`config.mk`:
```
export PLATFORM = sky130hd
export DESIGN_NAME = button_debounce_edge_flat
export DESIGN_NICKNAME = d
export VERILOG_FILES = /design/src/rtl/button_debounce_edge_if.sv /design/src/rtl/button_debounce_edge.sv /design/src/flat_wrapper.sv
export SDC_FILE = /design/constraint.sdc
export NUM_CORES = 1
export LEC_CHECK = 0
export ABC_AREA = 1
export CAP_MARGIN = 20
export CORE_UTILIZATION = 56
export DETAILED_ROUTE_END_ITERATION = 7
export HOLD_SLACK_MARGIN = 0.02
export PLACE_DENSITY_LB_ADDON = 0.3
export REMOVE_ABC_BUFFERS = 1
export SLEW_MARGIN = 20
export SYNTH_ARGS = -nofsm -noshare
export SYNTH_HDL_FRONTEND = slang
export SYNTH_SLANG_ARGS = --single-unit
```
`constraint.sdc`:
```
create_clock -name clk -period 1.6 [get_ports clk]
set_input_delay 0.16 -clock clk [delete_from_list [all_inputs] [get_ports clk]]
set_output_delay 0.16 -clock clk [all_outputs]
set_load 0.01 [all_outputs]
```
`src/rtl/button_debounce_edge_if.sv`:
```
// Push-button bundle: raw active-low button in, debounced level and event strobes out.
interface button_debounce_edge_if;
  logic btn_n;
  logic switch_out;
  logic press_pulse;
  logic release_pulse;
  logic long_pulse;

  // Driver of the raw button and consumer of the debounced results.
  modport master (
    output btn_n,
    input  switch_out,
    input  press_pulse,
    input  release_pulse,
    input  long_pulse
  );

  // The debouncer itself.
  modport slave (
    input  btn_n,
    output switch_out,
    output press_pulse,
    output release_pulse,
    output long_pulse
  );
endinterface

```
`src/rtl/button_debounce_edge.sv`:
```
// Push-button debouncer with press/release/long-press strobes.
// The raw button is synchronized, then a four-state FSM requires DEBOUNCE_CYCLES stable samples
// before accepting a level change. One counter is shared between debounce timing and the
// long-press timer; every output comes straight from a flop.
module button_debounce_edge #(
  parameter int unsigned DEBOUNCE_CYCLES = 120000,
  parameter int unsigned LONG_CYCLES     = 12000000,
  parameter int unsigned CNT_W           = 24
) (
  input logic                   clk,
  input logic                   rst_n,
  button_debounce_edge_if.slave bus
);

  // Legal-parameter guards, evaluated at elaboration.
  if (DEBOUNCE_CYCLES < 2 || DEBOUNCE_CYCLES > LONG_CYCLES) begin : g_bad_debounce
    $error("button_debounce_edge: need 2 <= DEBOUNCE_CYCLES <= LONG_CYCLES");
  end
  if (CNT_W < 32 && 64'(LONG_CYCLES) >= (64'd1 << CNT_W)) begin : g_bad_width
    $error("button_debounce_edge: LONG_CYCLES does not fit in CNT_W bits");
  end

  localparam logic [CNT_W-1:0] DebLast  = CNT_W'(DEBOUNCE_CYCLES - 1);
  localparam logic [CNT_W-1:0] LongPrev = CNT_W'(LONG_CYCLES - 1);
  localparam logic [CNT_W-1:0] LongMax  = CNT_W'(LONG_CYCLES);
  localparam logic [CNT_W-1:0] CntOne   = CNT_W'(1);

  typedef enum logic [1:0] {
    StReleased,
    StPressWait,
    StPressed,
    StReleaseWait
  } state_e;

  logic             sync1_q;
  logic             btn_s;
  state_e           state_q, state_d;
  logic [CNT_W-1:0] cnt_q, cnt_d;
  logic             switch_q, switch_d;
  logic             press_q, press_d;
  logic             release_q, release_d;
  logic             long_q, long_d;
  // Long-press already reported for the current accepted press.
  logic             fired_q, fired_d;

  // Two-flop synchronizer; the only logic that ever looks at the raw button.
  always_ff @(posedge clk or negedge rst_n) begin
    if (!rst_n) begin
      sync1_q <= 1'b1;
      btn_s   <= 1'b1;
    end else begin
      sync1_q <= bus.btn_n;
      btn_s   <= sync1_q;
    end
  end

  // FSM, shared counter and registered outputs.
  always_ff @(posedge clk or negedge rst_n) begin
    if (!rst_n) begin
      state_q   <= StReleased;
      cnt_q     <= '0;
      switch_q  <= 1'b1;
      press_q   <= 1'b0;
      release_q <= 1'b0;
      long_q    <= 1'b0;
      fired_q   <= 1'b0;
    end else begin
      state_q   <= state_d;
      cnt_q     <= cnt_d;
      switch_q  <= switch_d;
      press_q   <= press_d;
      release_q <= release_d;
      long_q    <= long_d;
      fired_q   <= fired_d;
    end
  end

  // Next-state, counter and strobe decode; strobes default low so each lasts one cycle.
  always_comb begin
    state_d   = state_q;
    cnt_d     = cnt_q;
    switch_d  = switch_q;
    press_d   = 1'b0;
    release_d = 1'b0;
    long_d    = 1'b0;
    fired_d   = fired_q;

    unique case (state_q)
      StReleased: begin
        if (!btn_s) begin
          state_d = StPressWait;
          cnt_d   = '0;
        end
      end

      StPressWait: begin
        if (btn_s) begin
          // Glitch: drop back without touching any output.
          state_d = StReleased;
          cnt_d   = '0;
        end else if (cnt_q == DebLast) begin
          state_d  = StPressed;
          cnt_d    = '0;
          switch_d = 1'b0;
          press_d  = 1'b1;
          fired_d  = 1'b0;
        end else begin
          cnt_d = cnt_q + CntOne;
        end
      end

      StPressed: begin
        if (btn_s) begin
          state_d = StReleaseWait;
          cnt_d   = '0;
        end else if (cnt_q != LongMax) begin
          // Saturate at LongMax so the timer can never wrap and re-fire.
          cnt_d = cnt_q + CntOne;
          if (cnt_q == LongPrev) begin
            long_d  = !fired_q;
            fired_d = 1'b1;
          end
        end
      end

      StReleaseWait: begin
        if (!btn_s) begin
          // Release glitch: resume the hold; fired_q keeps a spent long-press disarmed.
          state_d = StPressed;
          cnt_d   = '0;
        end else if (cnt_q == DebLast) begin
          state_d   = StReleased;
          cnt_d     = '0;
          switch_d  = 1'b1;
          release_d = 1'b1;
        end else begin
          cnt_d = cnt_q + CntOne;
        end
      end

      default: begin
        state_d = StReleased;
        cnt_d   = '0;
      end
    endcase
  end

  assign bus.switch_out    = switch_q;
  assign bus.press_pulse   = press_q;
  assign bus.release_pulse = release_q;
  assign bus.long_pulse    = long_q;

endmodule
```
`src/flat_wrapper.sv`:
```
// flat-port wrapper written by rule: the top's interface ports become plain ports
module button_debounce_edge_flat 
#(
  parameter int unsigned DEBOUNCE_CYCLES = 120000,
  parameter int unsigned LONG_CYCLES     = 12000000,
  parameter int unsigned CNT_W           = 24
)
  (clk, rst_n, bus_btn_n, bus_switch_out, bus_press_pulse, bus_release_pulse, bus_long_pulse);
  button_debounce_edge_if bus_i ();
  input logic clk;
  input logic rst_n;
  input wire logic [$bits(bus_i.btn_n)-1:0] bus_btn_n;
  output wire logic [$bits(bus_i.switch_out)-1:0] bus_switch_out;
  output wire logic [$bits(bus_i.press_pulse)-1:0] bus_press_pulse;
  output wire logic [$bits(bus_i.release_pulse)-1:0] bus_release_pulse;
  output wire logic [$bits(bus_i.long_pulse)-1:0] bus_long_pulse;
  assign bus_i.btn_n = bus_btn_n;
  assign bus_switch_out = bus_i.switch_out;
  assign bus_press_pulse = bus_i.press_pulse;
  assign bus_release_pulse = bus_i.release_pulse;
  assign bus_long_pulse = bus_i.long_pulse;
  button_debounce_edge #(.DEBOUNCE_CYCLES(DEBOUNCE_CYCLES), .LONG_CYCLES(LONG_CYCLES), .CNT_W(CNT_W)) u_core (.clk(clk), .rst_n(rst_n), .bus(bus_i));
endmodule
```
=== Yosys cells after proc, flatten, opt, wreduce, memory -nomap -nowiden ===
Index checks and enable logic that the tools add are counted.

* Bits in registers: 33
* Bits of input ports: 3
* Word-level logic and storage cells: 68

* Add/subtract/negate cells: 1
* Equal/unequal tests: 18
* Mux-type cells: 32
* Reductions and logical operators: 8

{| class="wikitable"
|+ Operators by type and width
! kind !! count
|-
| 24-bit two-way mux || 6
|-
| 24-bit case mux with 4 select lines || 1
|-
| 24-bit by 1-bit adder with 24-bit output, second input constant || 1
|-
| 24-bit by 17-bit == test with 1-bit output, second input constant || 1
|-
| 24-bit == test, second input constant || 1
|-
| 24-bit != test, second input constant || 1
|-
| 1-bit two-way mux || 16
|-
| 2-bit two-way mux || 6
|-
| 2-bit by 1-bit != test with 1-bit output, second input constant || 6
|-
| 2-bit case mux with 4 select lines || 1
|-
| 2-bit != test, second input constant || 3
|-
| 3-bit by 1-bit != test with 1-bit output, second input constant || 2
|-
| 6-bit AND reduction || 1
|-
| 5-bit AND reduction || 1
|-
| 2-bit == test, second input constant || 2
|-
| 1-bit case mux with 2 select lines || 2
|-
| 4-bit AND reduction || 1
|-
| 2-bit nonzero test || 2
|-
| 3-bit != test, second input constant || 1
|-
| 2-bit by 1-bit == test with 1-bit output, second input constant || 1
|-
| 2-bit zero test || 1
|-
| 2-bit AND reduction || 1
|-
| 1-bit zero test || 1
|}

=== Longest topological paths before layout ===
Gate-level depths: netlist (run 1).

* Depth after elaboration: 5
* Gate-level depth with buffers: 13
* Mapped depth without buffers: 12

=== Worst setup path before layout (run 1) ===
OpenSTA, ideal clock, no wires.

* Path type: reg2reg
* Start: register u_core.cnt_q[1]
* End: register u_core.cnt_q[19]
* Setup time: 0.113 ns
* Data arrival time: 1.461 ns
* Path slack: 0.026 ns
* Stages on the path, launching flop included: 14
* Period minus slack after synthesis: 1.574 ns
* Path through: dfrtp_1 ha_1 nand3_2 inv_2 nand3_2 nor2_1 nand3_1 nand2_1 nand2_1 buf_2 nand2_1 nand2_1 nand2_1 inv_1

* Longest elaborated chain between the ends: 4
* Elaborated cells on any way between the ends: 11
* Those cells by class: add/sub: 1; eq/ne: 3; mux: 6; reduce/logical: 1

{| class="wikitable"
|+ RTL lines
! element !! RTL line !! text
|-
| start: declaration || button_debounce_edge.sv:38 || <nowiki>logic [CNT_W-1:0] cnt_q, cnt_d;</nowiki>
|-
| start signal: assignment || button_debounce_edge.sv:69 || <nowiki>cnt_q <= cnt_d;</nowiki>
|-
| 24-bit by 1-bit adder with 24-bit output / 24-bit by 17-bit == test with 1-bit output (equally long branches) || -- ||
|-
| 24-bit two-way mux (on tied branches) || button_debounce_edge.sv:101, button_debounce_edge.sv:131, button_debounce_edge.sv:116 ||
|-
| 24-bit two-way mux (on tied branches) || button_debounce_edge.sv:127, button_debounce_edge.sv:97, button_debounce_edge.sv:113 ||
|-
| 24-bit case mux with 4 select lines || button_debounce_edge.sv:88 || <nowiki>unique case (state_q)</nowiki>
|}

Parallel ways exist; a longest one is shown, timed or not. The select of a mux whose other input is x is not followed.
A chain may end at the register's enable or synchronous reset.

=== Worst setup path after layout (run 1) ===
* Start: register u_core.cnt_q[8]
* End: register u_core.cnt_q[21]

Same word-level chain as after synthesis.

==> results of run 1 <==
[worst min-delay path by stage]
| stage | from | end | slack [ns] | cells past startpoint |
|---|---|---|---|---|
| 2_1_floorplan | rst_n | asynchronous set/reset pin | -0.14 | 0 |
| 3_3_place_gp | u_core.sync1_q | u_core.btn_s | 0.35 | 0 |
| 3_5_place_dp | u_core.sync1_q | u_core.btn_s | 0.35 | 0 |
| 4_1_cts | rst_n | u_core.cnt_q[2] | 0.25 | 2 |
| 5_1_grt | rst_n | u_core.cnt_q[2] | 0.26 | 2 |
| 6_report | rst_n | u_core.cnt_q[9] | 0.24 | 2 |
[logic make-up after synthesis]
family,after synthesis,synth area share
and+or+nand+nor,242,0.488
adders and majority gates,2,0.0105
AOI/OAI and AO/OA,18,0.0415
buffers and inverters,62,0.104
xor gates and xnor gates,2,0.00735
DFF,33,0.348
[synth_stat cells]
cell / instances / area (um2)
inv_1: 41 / 154
nand4_1: 40 / 250
o21ai_0: 7 / 35.0
buf_4: 1 / 7.51
o21ai_1: 4 / 20.0
nor2_4: 4 / 45.0
nand2_2: 4 / 25.0
nand3_4: 1 / 17.5
buf_2: 3 / 15.0
o31ai_1: 1 / 7.51
xor2_1: 2 / 17.5
nand2_4: 1 / 11.3
nor2_1: 40 / 150
nor4_1: 1 / 6.26
clkbuf_1: 2 / 7.51
nor4_2: 1 / 12.5
clkinv_1: 3 / 11.3
o21bai_1: 1 / 7.51
dfrtp_1: 30 / 751
nand3_1: 33 / 165
nor2_2: 5 / 31.3
nand2_1: 101 / 379
buf_6: 1 / 11.3
nand3_2: 3 / 30.0
nor3_1: 8 / 40.0
ha_1: 2 / 25.0
inv_2: 11 / 41.3
a41oi_1: 1 / 8.76
dfstp_2: 3 / 78.8
a21oi_1: 4 / 20.0
[repair_timing]
action,in CTS,in global routing
setup endpoints to repair,25,31
gates resized for setup,30,25
endpoints found under the hold margin,0,0
setup buffers,2,4
pin swaps,6,9
[report_power, final]
part / leakage (nW) / internal, mW / switching, mW
combinational: 1.06 / 0.478 / 0.746
clock: 0.0455 / 0.351 / 0.305
sequential: 0.436 / 0.890 / 0.0631
total: 1.54 / 1.72 / 1.11
[placed cells by master, fill, tap and decap left out, drive strengths merged]
master         netlist  layout
nand2              106     106
clkinv               3       3
nand3               37      37
nor2                49      49
nand4               40      40
dfrtp               30      30
clkbuf               2       8
nor3                 8       8
ha                   2       2
a21oi                4       4
o21bai               1       1
a41oi                1       1
buf                  5      63
nor4                 2       2
dfstp                3       3
clkdlybuf4s50        0       6
o21ai               11      11
o31ai                1       1
xor2                 2       2
inv                 52      52
[state kept, by name, summed over array words and instances (netlist names), named ones only]
register,cells
u_core.state_q,1
u_core.sync1_q,1
u_core.bus.press_pulse,1
u_core.bus.long_pulse,1
u_core.bus.switch_out,1
u_core.fired_q,1
u_core.btn_s,1
u_core.cnt_q,24
u_core.bus.release_pulse,1
[cell type report]
| type | instances | area, um2 |
|---|---|---|
| repair buffers | 69 | 553 |
| flip-flops and latches | 33 | 836 |
| multi-input cells | 264 | 1500 |
| well taps | 50 | 62.6 |
| clock buffers | 8 | 90.1 |
| inverters | 55 | 211 |
| fillers | 271 | 774 |
[per-stage QoR]
stage | setup TNS [ns] | total power [mW] | setup slack [ns] | util
2_1_floorplan | -0.165 | 1.51 | -0.0268 | -
4_1_cts | -0.362 | 2.76 | -0.0494 | 0.772
5_1_grt | -3.54 | 2.96 | -0.233 | 0.808
3_5_place_dp | -1.25 | 2.01 | -0.117 | 0.721
6_report | -1.37 | 2.83 | -0.141 | 0.808
3_3_place_gp | -0.640 | 1.98 | -0.125 | 0.721
[worst register-to-register path, cell delays in order, from the launching register on]
cell     delay, ns
dfrtp_1       0.45
nand2_1       0.19
nor2_1        0.27
nand2_1       0.09
nor2_1        0.23
nand2_1       0.11
nand2_1       0.07
nand4_1       0.13
nand2_1       0.12
[routing by layer]
metal,part of all wire,vias up,global-route usage
li1,-,1323,-
met1,0.39,1288,0.426
met2,0.48,202,0.563
met3,0.086,41,0.0574
met4,0.039,0,0.157
met5,0,-,0
==> results.cfg, run 1 <==
[clocking]
cts.sinks = 33
insertion_delay_ns = 0.28
holdBufCountCts = 0
cts-root-buf = clkbuf_8
cts_tree = built
clockBufferDepth = 2
clk_pin_slew_ns = 0.07
cts_buffers = 5
h-tree-depth = 2

[cells_and_area]
drive_gt1_frac = 0.333
n_antenna_cell = 0
fin_nets = 433
synthToLayoutAreaGrowth_pct = 36.6
stdcell_area_mm2 = 0.00325
layout.cells.non_filler = 479

[logic_synthesis]
synth_area_mm2 = 0.00238
synth_cell_types = 30
synth_cells = 359
synth_area_per_cell_um2 = 6.64
synth-seq-cells = 33
ys_seq_area_frac = 0.348
synth_warnings = 0

[sta]
report.final.slew_viol_count = 0
setup_viol = 23
worst_pin_slew_ns = 0.376
slew_headroom = 0.749
hold_viol = 0
period_share = 1.09
clock.fmax_mhz = 574
hold_slack_ns = 0.243
rsz0062_at_grt = true
finClkSkew_ns = 0.0103
final.min_clock_period_ns = 1.74
layout_setup_ws_ns = -0.141

[global_route]
grt_pass1_wl_mm = 11.4
antenna_found_initial = 0
grt_start_max_net_pins = 34
overflow = 0
grt_usage = 0.339
grt_pass1_vias = 2537

[setup_path]
timing.rr.start = u_core.cnt_q[8]
crit_chain = nand2_1 -> nor2_1 -> nand2_1 -> nor2_1 -> nand2_1 -> nand2_1 -> nand4_1 -> nand2_1
regToRegSetupSlack_ns = -0.14
cp.depth = 8
worst-setup-path-type = register to register
slowest_delay_ns = 0.45
reg2reg_to = u_core.cnt_q[21]
required_ns = 1.81
setup.worst_path.end_class = register
path_delay_family = simple AND/OR/NAND/NOR gates
path_buf_inv = 0
cpMostUsedCell = nand2_1
arrival_ns = 1.95
r2r_cells = 8
endpoint = u_core.cnt_q[21]
cp-startpoint = u_core.cnt_q[8]
start_kind = register
cp_slowest_cell = dfrtp_1
path_max_fanout = 5

[min_path]
hold_class = input pin to asynchronous set/reset pin

[floorplan]
die-area_mm2 = 0.00452
die_x_um = 67.2
die_y_um = 67.2
rows = 23
initial_core_util = 0.591
core_mm2 = 0.00403
io_pins = 7

[pwr]
power.density_mw_per_mm2 = 871
ir_drop_mv = 1.25
leakage_nw = 1.54

[drt]
drc = 0
vias_per_cell = 5.96
postRouteAntennaNets = 0
drt_iter0_markers = 404
wirelength_mm = 7.89
wl_per_cell_um = 16.5
drt-pass1-iter-count = 6
vias = 2854

[placed_design]
dpl.cell_count = 465
globalplace.congestion = 1.06
place_area_mm2 = 0.00290
io_buffers = 6
hpwl_mm = 5.37

[outcome]
violations = setup timing
status = finished, violations left

[job]
max_cap_viol_count = 0
(Power assumes the default switching activity.)
==> run 2: changes to the inputs <==
CORE_ASPECT_RATIO = 1.1   (was not set)
==> results.cfg, run 2 (synthesized netlist as in run 1, its figures left out) <==
[outcome]
status = finished, violations left
violations = setup timing

[drt]
drt_iter0_markers = 374
wl_per_cell_um = 16.1
postRouteAntennaNets = 0
drt-pass1-iter-count = 5
vias_per_cell = 5.93
drc = 0
wirelength_mm = 7.80
vias = 2876

[cells_and_area]
stdcell_area_mm2 = 0.00332
n_antenna_cell = 0
drive_gt1_frac = 0.365
final_common_cell = nand2_1
largest_reg_flops = 24
mostFrequentLayoutCells = nand2_1, buf_4, nand4_1
top_register = u_core.cnt_q
fin_nets = 437
synthToLayoutAreaGrowth_pct = 39.4

[global_route]
busiest_layer = met2
grt_pass1_wl_mm = 11.9
grt_pass1_vias = 2625
antenna_found_initial = 0
use_met3 = 0.0670
grt_start_max_net_pins = 34
use_met2 = 0.580
use_met1 = 0.421
grt_usage = 0.343
overflow = 0

[floorplan]
io_pins = 7
die_y_um = 70.4
die_x_um = 64.2
core_mm2 = 0.00402
rows = 24
die-area_mm2 = 0.00452
initial_core_util = 0.592

[clocking]
cts_buffers = 5
insertion_delay_ns = 0.29
clockBufferDepth = 2
cts.sinks = 33
h-tree-depth = 2
cts-root-buf = clkbuf_8
clk_pin_slew_ns = 0.08
cts_tree = built

[setup_path]
path_max_fanout = 6
required_ns = 1.79
r2r_cells = 13
start_kind = register
setup.worst_path.end_class = register
worst-setup-path-type = register to register
arrival_ns = 1.91

[sta]
clock.fmax_mhz = 583
rsz0062_at_grt = true
report.final.slew_viol_count = 0
final.setup.tns_ns = -1.27
period_share = 1.07
worst_pin_slew_ns = 0.425
setup_viol = 23
layout_setup_ws_ns = -0.116
final.min_clock_period_ns = 1.72
slew_headroom = 0.717
finClkSkew_ns = 0.00616
hold_viol = 0

[pwr]
fin_total_pwr_mw = 3.06
ir_drop_mv = 0.877
leakage_nw = 1.54
power.density_mw_per_mm2 = 922

[placed_design]
io_buffers = 6
post-place-ws_ns = -0.116
globalplace.congestion = 0.989
place_area_mm2 = 0.00290
hpwl_mm = 5.35

[min_path]
hold_class = input pin to asynchronous set/reset pin

[job]
max_cap_viol_count = 0
==> run 2: cell types whose count changed in the layout (fill, tap and decap cells not counted), sizes merged <==
| cell | before | now |
|---|---|---|
| clkinv | 3 | 6 |
| buf | 63 | 65 |
| clkbuf | 8 | 6 |
| clkinvlp | 0 | 1 |
==> run 2: routing by layer <==
metal	vias to the layer above	wire (um)
met1	1340	3060
met4	0	267
met3	36	646
li1	1326	-
met2	174	3820
met5	-	0
==> run 2: power breakdown <==
part / switching (mW) / internal [mW]
sequential: 0.0611 / 0.890
combinational: 0.874 / 0.598
clock: 0.338 / 0.300
==> run 2: timing repair <==
| item | 4_1_cts | 5_1_grt |
|---|---|---|
| cloned | 0 | 2 |
| hold buffers | 0 | 0 |
| buffers inserted | 1 | 8 |
| gates resized for setup | 14 | 54 |
| pin swaps | 4 | 11 |
| setup endpoints to repair | 23 | 29 |
==> run 2: worst max-delay path, cell delays in order (launching register included) <==
cell and delay, ns:
dfrtp_1 0.40, ha_2 0.21, nand3_2 0.10, inv_2 0.10, nand3_4 0.08, nor2_2 0.09
nand3_1 0.10, nand2_2 0.11, nand2_4 0.09, buf_12 0.15, nand2_2 0.06, nand2_2 0.05
nand2_2 0.05, inv_1 0.03
==> run 2: stage by stage <==
step	std cells	util	hold WS (ns)
after floorplan	352	-	-0.136
final	485	0.826	0.270
after global routing	485	0.826	0.281
after global placement	466	0.720	0.349
after detailed placement	466	0.720	0.349
after CTS	475	0.756	0.272
==> run 2: final timing paths <==
kind	startpoint	endpoint	slack, ns
min in group clk	bus_btn_n	u_core.sync1_q	0.27
max reg2reg	u_core.cnt_q[0]	u_core.cnt_q[18]	-0.12
max	u_core.cnt_q[0]	u_core.cnt_q[18]	-0.12
max in group asynchronous	rst_n	u_core.btn_s	0.98
min	rst_n	u_core.cnt_q[2]	0.27
min reg2reg	u_core.sync1_q	u_core.btn_s	0.36
==> run 2: layout make-up <==
class	instances	area [um2]
fillers	262	702
well taps	52	65.1
multi-input cells	264	1510
clock inverters	3	17.5
repair buffers	72	597
clock buffers	5	68.8
repair inverters	1	8.76
flip-flops and latches	33	835
inverters	55	219
==> run 3: changes to the inputs <==
CORE_UTILIZATION = 55   (was 56)
==> results.cfg, run 3 (synthesized netlist as in run 1, its figures left out) <==
[outcome]
status = finished, violations left
violations = setup timing

[drt]
vias = 2918
wirelength_mm = 7.78
drt_iter0_markers = 376
drc = 0
drt-pass1-iter-count = 7
wl_per_cell_um = 16.1
postRouteAntennaNets = 0
vias_per_cell = 6.04

[cells_and_area]
fin_nets = 435
mostFrequentLayoutCells = nand2_1, buf_4, nand4_1
top_register = u_core.cnt_q
multi_input_area_mm2 = 0.00151
stdcell_area_mm2 = 0.00329
fill_cells = 274
synthToLayoutAreaGrowth_pct = 38.2
largest_reg_flops = 24
n_antenna_cell = 0
drive_gt1_frac = 0.343
seq_area_um2 = 835
utilization = 0.812
final_common_cell = nand2_1

[setup_path]
arrival_ns = 1.92
required_ns = 1.79
reg2reg_to = u_core.cnt_q[16]
r2r_cells = 13
start_kind = register
cp-startpoint = u_core.cnt_q[1]
slowest_delay_ns = 0.37
endpoint = u_core.cnt_q[16]
crit_chain = ha_2 -> nand3_2 -> inv_2 -> nand3_4 -> nor2_4 -> nand3_2 -> nand2_2 -> nand2_2 -> buf_12 -> nand2_1 -> nand2_1 -> nand2_1 -> inv_1
regToRegSetupSlack_ns = -0.13
timing.rr.start = u_core.cnt_q[1]
setup.worst_path.end_class = register
path_max_fanout = 11
cpMostUsedCell = nand2_1
worst-setup-path-type = register to register
cp_slowest_cell = dfrtp_1

[sta]
layout_setup_ws_ns = -0.128
rsz0062_at_grt = true
hold_viol = 0
slew_headroom = 0.712
final.min_clock_period_ns = 1.73
report.final.slew_viol_count = 0
worst_pin_slew_ns = 0.432
clock.fmax_mhz = 579
setup_viol = 25
finClkSkew_ns = 0.00617
hold_slack_ns = 0.266
period_share = 1.08

[floorplan]
initial_core_util = 0.588
die_y_um = 71.0
die_x_um = 64.8
die-area_mm2 = 0.00460
rows = 24
io_pins = 7
core_mm2 = 0.00405

[global_route]
grt_pass1_wl_mm = 11.5
grt_pass1_vias = 2541
grt_start_max_net_pins = 34
antenna_found_initial = 0
overflow = 0
grt_usage = 0.331

[clocking]
cts_tree = built
cts.sinks = 33
insertion_delay_ns = 0.30
clockBufferDepth = 2
cts_buffers = 5
cts-root-buf = clkbuf_8
h-tree-depth = 2
holdBufCountCts = 0
clk_pin_slew_ns = 0.08

[min_path]
hold_class = input pin to asynchronous set/reset pin

[pwr]
power.density_mw_per_mm2 = 906
leakage_nw = 1.53
fin_total_pwr_mw = 2.98
ir_drop_mv = 0.968

[placed_design]
globalplace.congestion = 0.958
io_buffers = 6
hpwl_mm = 5.26
post-place-ws_ns = -0.117
place_area_mm2 = 0.00289

[job]
max_cap_viol_count = 0
[run 3: metrics by stage]
step	TNS, ns	cells
3_3_place_gp	-0.314	465
6_report	-1.28	483
2_1_floorplan	-0.165	352
4_1_cts	-0.249	475
5_1_grt	-3.75	483
3_5_place_dp	-0.951	465
[run 3: repair_timing]
action	CTS	global route
pin swaps	2	20
gates resized for setup	18	47
setup buffers	2	8
setup endpoints to repair	22	30
[run 3: power by group]
part | internal (mW) | total (mW) | switching [mW] | leakage, nW
Clock | 0.305 | 0.659 | 0.354 | 0.0364
Combinational | 0.575 | 1.37 | 0.797 | 1.06
Sequential | 0.890 | 0.951 | 0.0613 | 0.438
Total | 1.77 | 2.98 | 1.21 | 1.53
[run 3: how the worst min path moves through the flow]
stage | startpoint | to | slack [ns] | depth (start not counted)
2_1_floorplan | rst_n | asynchronous set/reset pin | -0.14 | 0
3_3_place_gp | u_core.sync1_q | u_core.btn_s | 0.35 | 0
3_5_place_dp | u_core.sync1_q | u_core.btn_s | 0.35 | 0
4_1_cts | bus_btn_n | u_core.sync1_q | 0.26 | 1
5_1_grt | bus_btn_n | u_core.sync1_q | 0.26 | 1
6_report | rst_n | u_core.cnt_q[10] | 0.27 | 2
[run 3: layer usage]
layer,wire (um),track usage
met5,0,0
met4,401,0.163
met3,569,0.0468
met2,3820,0.581
met1,2990,0.391
[run 3: critical path: cells and delay by family, from the launching register on]
| kind | cells | cell delay (ns) |
|---|---|---|
| DFF | 1 | 0.37 |
| and+or+nand+nor | 9 | 0.76 |
| buffers and inverters | 3 | 0.29 |
| adders and majority gates | 1 | 0.21 |
[run 3: final cells by class]
class	count	area share
clock buffers	5	0.0209
clock inverters	3	0.00684
inverters	55	0.0658
multi-input cells	264	0.458
flip-flops and latches	33	0.254
well taps	52	0.0198
repair buffers	71	0.175
